**src/rtl/m68k_bus_sequencer.sv**
```systemverilog
// m68k_bus_sequencer
// Runs one 68000 bus cycle (S0..S7) for each host request. The 68000 clock
// is oversampled on i_clk, and the FSM advances only on the synchronized
// rise/fall events of that clock. It inserts wait states in S4 until DTACK,
// BERR or the wait limit is reached. It also drives the SET/RESET strobes of
// the downstream data-capture latch.
//
// state | meaning
// IDLE  | no cycle; waiting for a RISE with i_req high
// S0    | cycle latched, capture latch cleared
// S1    | address phase
// S2    | AS asserted; read strobes asserted; write drives RW/data
// S3    | write data strobes asserted
// S4    | wait states; each FALL samples DTACK/BERR
// S5    | DTACK seen, data settling
// S6    | data valid on bus
// S7    | strobes released; read data captured
`timescale 1ns/100ps

module m68k_bus_sequencer #(
    parameter int WAIT_W   = 8,
    parameter int WAIT_MAX = 255
) (
    input  logic       i_clk,
    input  logic       i_reset_n,
    input  logic       i_m68k_clk,
    input  logic       i_dtack_n,
    input  logic       i_berr_n,
    input  logic       i_req,
    input  logic       i_req_rw,
    input  logic       i_req_uds,
    input  logic       i_req_lds,
    output logic       o_as_n,
    output logic       o_uds_n,
    output logic       o_lds_n,
    output logic       o_rw,
    output logic       o_data_oe,
    output logic       o_latch_set,
    output logic       o_latch_reset,
    output logic       o_busy,
    output logic       o_ack,
    output logic [1:0] o_err
);

    localparam logic [3:0] ST_IDLE = 4'd0;
    localparam logic [3:0] ST_S0   = 4'd1;
    localparam logic [3:0] ST_S1   = 4'd2;
    localparam logic [3:0] ST_S2   = 4'd3;
    localparam logic [3:0] ST_S3   = 4'd4;
    localparam logic [3:0] ST_S4   = 4'd5;
    localparam logic [3:0] ST_S5   = 4'd6;
    localparam logic [3:0] ST_S6   = 4'd7;
    localparam logic [3:0] ST_S7   = 4'd8;

    localparam logic [1:0] ERR_OK   = 2'b00;
    localparam logic [1:0] ERR_BERR = 2'b01;
    localparam logic [1:0] ERR_TMO  = 2'b10;

    localparam logic [WAIT_W-1:0] WAIT_LAST = WAIT_W'(WAIT_MAX);
    localparam logic [WAIT_W-1:0] WAIT_ONE  = WAIT_W'(1);

    // synchronizer stages
    logic              r_mclk_s1;
    logic              r_mclk_s2;
    logic              r_mclk_s3;
    logic              r_dtack_s1;
    logic              r_dtack_s2;
    logic              r_berr_s1;
    logic              r_berr_s2;

    // FSM and cycle context
    logic [3:0]        r_state;
    logic [WAIT_W-1:0] r_wait_cnt;
    logic              r_cyc_rw;
    logic              r_cyc_uds;
    logic              r_cyc_lds;

    // registered outputs
    logic              r_as_n;
    logic              r_uds_n;
    logic              r_lds_n;
    logic              r_rw;
    logic              r_data_oe;
    logic              r_latch_set;
    logic              r_latch_reset;
    logic              r_busy;
    logic              r_ack;
    logic [1:0]        r_err;

    // next-state values
    logic              w_rise;
    logic              w_fall;
    logic [WAIT_W-1:0] w_cnt_inc;
    logic              w_release;
    logic [3:0]        w_state_nxt;
    logic [WAIT_W-1:0] w_wait_cnt_nxt;
    logic              w_cyc_rw_nxt;
    logic              w_cyc_uds_nxt;
    logic              w_cyc_lds_nxt;
    logic              w_as_n_nxt;
    logic              w_uds_n_nxt;
    logic              w_lds_n_nxt;
    logic              w_rw_nxt;
    logic              w_data_oe_nxt;
    logic              w_latch_set_nxt;
    logic              w_latch_reset_nxt;
    logic              w_busy_nxt;
    logic              w_ack_nxt;
    logic [1:0]        w_err_nxt;

    // Two-flop synchronizers; the third M68K clock flop provides the edge history.
    always_ff @(posedge i_clk or negedge i_reset_n) begin
        if (!i_reset_n) begin
            r_mclk_s1  <= 1'b1;
            r_mclk_s2  <= 1'b1;
            r_mclk_s3  <= 1'b1;
            r_dtack_s1 <= 1'b1;
            r_dtack_s2 <= 1'b1;
            r_berr_s1  <= 1'b1;
            r_berr_s2  <= 1'b1;
        end else begin
            r_mclk_s1  <= i_m68k_clk;
            r_mclk_s2  <= r_mclk_s1;
            r_mclk_s3  <= r_mclk_s2;
            r_dtack_s1 <= i_dtack_n;
            r_dtack_s2 <= r_dtack_s1;
            r_berr_s1  <= i_berr_n;
            r_berr_s2  <= r_berr_s1;
        end
    end

    // RISE and FALL come from a single pair of flops, so they cannot coincide.
    assign w_rise    = r_mclk_s2 & ~r_mclk_s3;
    assign w_fall    = ~r_mclk_s2 & r_mclk_s3;
    assign w_cnt_inc = r_wait_cnt + WAIT_ONE;

    // Bus-state walk: compute next state and next value of every registered output.
    always_comb begin
        w_state_nxt       = r_state;
        w_wait_cnt_nxt    = r_wait_cnt;
        w_cyc_rw_nxt      = r_cyc_rw;
        w_cyc_uds_nxt     = r_cyc_uds;
        w_cyc_lds_nxt     = r_cyc_lds;
        w_as_n_nxt        = r_as_n;
        w_uds_n_nxt       = r_uds_n;
        w_lds_n_nxt       = r_lds_n;
        w_rw_nxt          = r_rw;
        w_data_oe_nxt     = r_data_oe;
        w_busy_nxt        = r_busy;
        w_err_nxt         = r_err;
        w_latch_set_nxt   = 1'b0;
        w_latch_reset_nxt = 1'b0;
        w_ack_nxt         = 1'b0;
        w_release         = 1'b0;

        case (r_state)
            ST_IDLE: begin
                if (w_rise && i_req) begin
                    w_state_nxt       = ST_S0;
                    w_cyc_rw_nxt      = i_req_rw;
                    w_cyc_uds_nxt     = i_req_uds;
                    w_cyc_lds_nxt     = i_req_lds;
                    w_err_nxt         = ERR_OK;
                    w_busy_nxt        = 1'b1;
                    w_latch_reset_nxt = 1'b1;
                end
            end
            ST_S0: begin
                if (w_fall) begin
                    w_state_nxt = ST_S1;
                end
            end
            ST_S1: begin
                if (w_rise) begin
                    w_state_nxt = ST_S2;
                    w_as_n_nxt  = 1'b0;
                    if (r_cyc_rw) begin
                        w_uds_n_nxt = ~r_cyc_uds;
                        w_lds_n_nxt = ~r_cyc_lds;
                    end else begin
                        w_rw_nxt      = 1'b0;
                        w_data_oe_nxt = 1'b1;
                    end
                end
            end
            ST_S2: begin
                if (w_fall) begin
                    w_state_nxt = ST_S3;
                    // write strobes wait one half-clock so data is set up first
                    if (!r_cyc_rw) begin
                        w_uds_n_nxt = ~r_cyc_uds;
                        w_lds_n_nxt = ~r_cyc_lds;
                    end
                end
            end
            ST_S3: begin
                if (w_rise) begin
                    w_state_nxt = ST_S4;
                end
            end
            ST_S4: begin
                if (w_fall) begin
                    if (!r_berr_s2) begin
                        w_state_nxt = ST_S7;
                        w_err_nxt   = ERR_BERR;
                        w_release   = 1'b1;
                    end else if (!r_dtack_s2) begin
                        w_state_nxt = ST_S5;
                    end else begin
                        w_wait_cnt_nxt = w_cnt_inc;
                        if (w_cnt_inc == WAIT_LAST) begin
                            w_state_nxt = ST_S7;
                            w_err_nxt   = ERR_TMO;
                            w_release   = 1'b1;
                        end
                    end
                end
            end
            ST_S5: begin
                if (w_rise) begin
                    w_state_nxt = ST_S6;
                end
            end
            ST_S6: begin
                if (w_fall) begin
                    w_state_nxt = ST_S7;
                    w_release   = 1'b1;
                    if (r_cyc_rw && (r_err == ERR_OK)) begin
                        w_latch_set_nxt = 1'b1;
                    end
                end
            end
            ST_S7: begin
                if (w_rise) begin
                    w_state_nxt    = ST_IDLE;
                    w_rw_nxt       = 1'b1;
                    w_busy_nxt     = 1'b0;
                    w_wait_cnt_nxt = '0;
                    w_ack_nxt      = 1'b1;
                end
            end
            default: begin
                // unreachable encodings fall back to a quiet bus
                w_state_nxt    = ST_IDLE;
                w_rw_nxt       = 1'b1;
                w_busy_nxt     = 1'b0;
                w_wait_cnt_nxt = '0;
                w_release      = 1'b1;
            end
        endcase

        if (w_release) begin
            w_as_n_nxt    = 1'b1;
            w_uds_n_nxt   = 1'b1;
            w_lds_n_nxt   = 1'b1;
            w_data_oe_nxt = 1'b0;
        end
    end

    // State, cycle context and outputs register together; reset aborts any cycle.
    always_ff @(posedge i_clk or negedge i_reset_n) begin
        if (!i_reset_n) begin
            r_state       <= ST_IDLE;
            r_wait_cnt    <= '0;
            r_cyc_rw      <= 1'b1;
            r_cyc_uds     <= 1'b0;
            r_cyc_lds     <= 1'b0;
            r_as_n        <= 1'b1;
            r_uds_n       <= 1'b1;
            r_lds_n       <= 1'b1;
            r_rw          <= 1'b1;
            r_data_oe     <= 1'b0;
            r_latch_set   <= 1'b0;
            r_latch_reset <= 1'b0;
            r_busy        <= 1'b0;
            r_ack         <= 1'b0;
            r_err         <= ERR_OK;
        end else begin
            r_state       <= w_state_nxt;
            r_wait_cnt    <= w_wait_cnt_nxt;
            r_cyc_rw      <= w_cyc_rw_nxt;
            r_cyc_uds     <= w_cyc_uds_nxt;
            r_cyc_lds     <= w_cyc_lds_nxt;
            r_as_n        <= w_as_n_nxt;
            r_uds_n       <= w_uds_n_nxt;
            r_lds_n       <= w_lds_n_nxt;
            r_rw          <= w_rw_nxt;
            r_data_oe     <= w_data_oe_nxt;
            r_latch_set   <= w_latch_set_nxt;
            r_latch_reset <= w_latch_reset_nxt;
            r_busy        <= w_busy_nxt;
            r_ack         <= w_ack_nxt;
            r_err         <= w_err_nxt;
        end
    end

    assign o_as_n        = r_as_n;
    assign o_uds_n       = r_uds_n;
    assign o_lds_n       = r_lds_n;
    assign o_rw          = r_rw;
    assign o_data_oe     = r_data_oe;
    assign o_latch_set   = r_latch_set;
    assign o_latch_reset = r_latch_reset;
    assign o_busy        = r_busy;
    assign o_ack         = r_ack;
    assign o_err         = r_err;

endmodule

```
**config.mk**
```make
export PLATFORM = sky130hd
export DESIGN_NAME = m68k_bus_sequencer
export DESIGN_NICKNAME = d
export VERILOG_FILES = /design/src/rtl/m68k_bus_sequencer.sv
export SDC_FILE = /design/constraint.sdc
export NUM_CORES = 1
export LEC_CHECK = 0
export ABC_CLOCK_PERIOD_IN_PS = 2000
export CAP_MARGIN = 15
export CELL_PAD_IN_SITES_DETAIL_PLACEMENT = 1
export CELL_PAD_IN_SITES_GLOBAL_PLACEMENT = 1
export CORE_UTILIZATION = 27
export CTS_CLUSTER_DIAMETER = 80
export CTS_CLUSTER_SIZE = 8
export DETAILED_ROUTE_END_ITERATION = 8
export PLACE_DENSITY = 0.58
export SKIP_CTS_REPAIR_TIMING = 1
export SLEW_MARGIN = 20
export SYNTH_ARGS = -nofsm -noshare
export SYNTH_HDL_FRONTEND = slang
export SYNTH_SLANG_ARGS = --single-unit
export TNS_END_PERCENT = 10
```
**constraint.sdc**
```tcl
create_clock -name i_clk -period 2 [get_ports i_clk]
set_input_delay 0.4 -clock i_clk [delete_from_list [all_inputs] [get_ports i_clk]]
set_output_delay 0.4 -clock i_clk [all_outputs]
set_load 0.02 [all_outputs]
```
Yosys cells after proc, flatten, opt, wreduce, memory -nomap -nowiden:

Cells that the tools add are included.

* eq/ne operators: 29
* add/sub/neg operators: 1
* $lt $le $gt $ge: 0
* multipliers: 0
* bitwise operators: 9
* reductions and logical operators: 21
* divide/modulo/power cells: 0
* multiplexer cells: 62
* shift operators: 0

Operators by type and width (number)
* 2-to-1 mux 4 bit: 12
* one-hot mux 4 bit (9 select lines): 1
* 2-to-1 mux 1 bit: 33
* 2-to-1 mux 8 bit: 4
* OR reduction 7 bit: 4
* != test 2 bit (second input constant): 12
* one-hot mux 8 bit (3 select lines): 1
* != test 3 bit (second input constant): 6
* == test 4 x 3 -> 1 bit (second input constant): 4
* AND reduction 5 bit: 3
* 2-to-1 mux 2 bit: 5
* AND reduction 10 bit: 1
* one-hot mux 1 bit (3 select lines): 3
* adder 8 x 1 -> 8 bit (second input constant): 1
* == test 4 x 2 -> 1 bit (second input constant): 2
* == test 8 bit (second input constant): 1
* NOT 1 bit: 7
* AND reduction 3 bit: 2
* nonzero test 2 bit: 3
* == test 4 x 1 -> 1 bit (second input constant): 1
* == test 4 bit (second input constant): 1
* zero test 4 bit: 1
* != test 4 bit (second input constant): 1
* one-hot mux 1 bit (2 select lines): 2
* other kinds (8): 11

* input bits: 9
* register bits: 33
* memory bits (writable): 0
* memories kept: 0
* word-level logic and storage cells: 144
* output and inout bits: 11
* latch bits: 0
* ROM bits: 0

Depth between registers and ports, before layout:

* word-level depth: 9
* depth in mapped cells: 7
* gate-level depth less buffers: 7

Least setup slack after synthesis:

Ideal clock, no wire load.

* path type: flip-flop to flip-flop
* start point: register r_wait_cnt[0]
* end point: register r_state[0]
* cell stages (with the launch flop): 8
* period minus slack after synthesis: 2192 ps
* buffers on the path: 1
* arrival: 2067 ps
* path slack: -192 ps
* library setup time: 125 ps
* required time: 1875 ps
* cell sequence: dfrtp_1 -> ha_1 -> and3_1 -> buf_6 -> mux2_2 -> a221o_1 -> a21o_2 -> mux2_4

* word-level cells in the longest chain between the ends: 4

RTL lines
* from (decl): RTL line 73 `logic [WAIT_W-1:0] r_wait_cnt;`
* from (signal assigned): RTL line 280 `r_wait_cnt <= w_wait_cnt_nxt;`
* adder 8 x 1 -> 8 bit: RTL line 135 `assign w_cnt_inc = r_wait_cnt + WAIT_ONE;`
* == test 8 bit: RTL line 211 `if (w_cnt_inc == WAIT_LAST) begin`
* != test 4 bit (no line)
* AND reduction 10 bit (no line)
* to (signal assigned): RTL line 279 `r_state <= w_state_nxt;`
* to (decl): RTL line 72 `logic [3:0] r_state;`

No other way between the ends.
A chain may end at the register's enable or synchronous reset.

Worst setup path in the final report:

Same ends and word-level chain as after synthesis.

==> flow_summary.json <==
{
  "power_frac_comb": 0.410,
  "coreArea_um2": 5920,
  "relSlewSlack": 0.718,
  "r2r-end": "r_state[0]",
  "hold_viol_final": 0,
  "p_leak_nw": 0.897,
  "synth.distinct_cells": 47,
  "p_switching_mw": 0.940,
  "regMostFlops": "r_wait_cnt",
  "status": "complete, but fails checks",
  "tightest_slew_ns": 0.423,
  "synth_nets": 176,
  "dieArea_um2": 6470,
  "die_h_um": 80.4,
  "hold_path_class": "register to register",
  "rows": 28,
  "power_mw": 2.75,
  "rsz0062_at_grt": "true",
  "yosysWarnings": 0,
  "reg2reg_setup_slack_ns": -0.04,
  "overflow": 0,
  "post-route-period-util": 1.02,
  "startpoint_type": "register",
  "globalplace.congestion": 0.874,
  "setup_viol": 2,
  "seqPwrFrac": 0.350,
  "cts_tree": "done",
  "grt_pass1_vias": 1536,
  "syn_to_final_growth_pct": 33.0,
  "avgSynthCellArea_um2": 10.1,
  "p_sw_frac": 0.342,
  "ctsHtreeMaxLevel": 2,
  "io_pins": 20,
  "criticalPathCategory": "register to register",
  "path_max_fanout": 5,
  "syn_inst": 165,
  "antenna_found_initial": 0,
  "cts_buffers": 5,
  "violations": "negative setup slack",
  "dpl.hpwl_mm": 3.12,
  "firstDrtPassIters": 4,
  "internal-power_mw": 1.81,
  "crit_path_end": "r_state[0]",
  "cp.required_ns": 2.17,
  "end_kind": "register",
  "syn_area_um2": 1660,
  "design_area_um2": 2210,
  "ys_ff_latch": 33,
  "grt_usage": 0.150,
  "largest_reg_flops": 8,
  "fp.dieW_um": 80.4,
  "drv_cap": 0,
  "rr_startpoint": "r_wait_cnt[0]",
  "grt_start_max_net_pins": 34,
  "initial_core_util": 0.281,
  "routedWlPerCell_um": 15.4,
  "drt_iter0_markers": 102,
  "viasPerCell": 5.04,
  "cts_sinks": 33,
  "synth_edf_count": 0,
  "crit_start": "r_wait_cnt[0]",
  "fin_skew_ns": 0.00311,
  "maxSlewViolCount": 0,
  "clkPwrFrac": 0.241,
  "worst_slack_ns": -0.0369,
  "clk_latency_ns": 0.28,
  "ant_nets": 0,
  "r2r_cells": 7,
  "drc": 0,
  "min_from": "r_berr_s1",
  "cts_root_buf": "clkbuf_8",
  "antenna_cells": 0,
  "ys_seq_area_frac": 0.506,
  "stdcell_count": 281,
  "fin_nets": 216,
  "max_freq_ghz": 0.491,
  "io_buffers": 19,
  "grt_pass1_wl_mm": 7.32,
  "dpl-instance-area_um2": 2060,
  "drive_gt1_frac": 0.286,
  "cp.arrival_ns": 2.21,
  "min_period_ns": 2.04,
  "async_reset_ff_frac": 1.00,
  "wl_mm": 4.32,
  "path_clk_slew_ns": 0.07,
  "clock_path_buffers": 2,
  "p_per_area_nw_per_um2": 1240,
  "ys.flop_type": "dfrtp_1",
  "via_count": 1417,
  "dp.cells": 270,
  "peakVddDrop_mv": 0.634
}
-- worst max-delay path, cell delays in order, from the launching register on --
cell and delay (ns):
dfrtp_2 0.43, ha_2 0.19, buf_4 0.14, and2b_2 0.20
o21ai_0 0.09, a221o_1 0.35, a21o_2 0.22, mux2_4 0.29
-- worst min-delay path by stage --
stage	slack (ns)	cells after the start	endpoint
2_1_floorplan	0.10	0	o_ack
3_3_place_gp	0.35	0	r_mclk_s2
3_5_place_dp	0.35	0	r_berr_s2
4_1_cts	0.36	0	r_berr_s2
5_1_grt	0.36	0	r_berr_s2
6_report	0.36	0	r_berr_s2
-- power by group through the flow --
stage | clock (mW) | combinational, mW | sequential (mW)
after global placement | 0 | 1.07 | 0.964
after detailed placement | 0 | 1.10 | 0.975
after CTS | 0.694 | 1.10 | 0.965
after floorplan | 0 | 0.621 | 1.02
final | 0.660 | 1.12 | 0.960
after global routing | 0.715 | 1.23 | 0.984
-- cells in the mapped netlist, types with 2 or more instances --
library cell | n | area [µm²]
o21ai_0 | 19 | 95.1
a21oi_1 | 3 | 15.0
nand4_1 | 4 | 25.0
clkbuf_1 | 5 | 18.8
o21a_1 | 3 | 22.5
dfstp_2 | 12 | 315
buf_2 | 2 | 10.0
nand2_1 | 15 | 56.3
nand2b_1 | 4 | 25.0
and3_1 | 3 | 18.8
nor2b_1 | 5 | 31.3
nor3_1 | 2 | 10.0
o31ai_1 | 5 | 37.5
nor2_1 | 14 | 52.6
a31oi_1 | 4 | 25.0
dfrtp_1 | 21 | 526
mux2_2 | 4 | 45.0
o211ai_1 | 2 | 15.0
nand3b_1 | 3 | 22.5
nand3_1 | 6 | 30.0
o22ai_1 | 2 | 12.5
ha_1 | 2 | 25.0
-- stage by stage --
step	setup TNS, ns	hold WS (ns)	utilization	setup slack (ns)
2_1_floorplan	-0.144	0.104	-	-0.144
3_3_place_gp	0	0.346	0.348	0.0103
3_5_place_dp	-0.115	0.347	0.348	-0.0620
4_1_cts	-0.299	0.358	0.368	-0.105
5_1_grt	-0.428	0.364	0.373	-0.116
6_report	-0.0414	0.357	0.373	-0.0369
-- per-layer routing --
| layer | up-vias | track usage | share of wire |
|---|---|---|---|
| li1 | 680 | - | - |
| met3 | 4 | 0.0341 | 0.023 |
| met2 | 21 | 0.262 | 0.50 |
| met1 | 712 | 0.184 | 0.47 |
| met4 | 0 | 0.0429 | 0.0095 |
| met5 | - | 0 | 0 |
-- cells by family after synthesis --
kind of cell,after synthesis,share of synthesized area
AND/OR/NAND/NOR,67,0.224
AO/OA/AOI/OAI,48,0.187
flip-flops,33,0.506
buffers and inverters,9,0.0264
multiplexers,6,0.0422
adder cells (fa/ha/maj),2,0.0151
-- placed cells by master, fill, tap and decap left out, types with 5 or more instances in the layout --
master | netlist | routed
nor2_1 | 14 | 14
dfstp_2 | 12 | 12
nor2b_1 | 5 | 5
o31ai_1 | 5 | 5
dfrtp_1 | 21 | 20
nand2_1 | 15 | 15
clkbuf_8 | 0 | 6
nand3_1 | 6 | 6
clkdlybuf4s50_1 | 0 | 19
o21ai_0 | 19 | 19
buf_4 | 0 | 22
-- cell type report --
class / instances / area (µm²)
fillers: 674 / 3710
multi-input cells: 123 / 795
well taps: 75 / 93.8
flip-flops and latches: 33 / 842
clock inverters: 2 / 37.5
inverters: 1 / 3.75
repair buffers: 41 / 355
clock buffers: 6 / 82.6
Power figures use the tool's default switching activity.
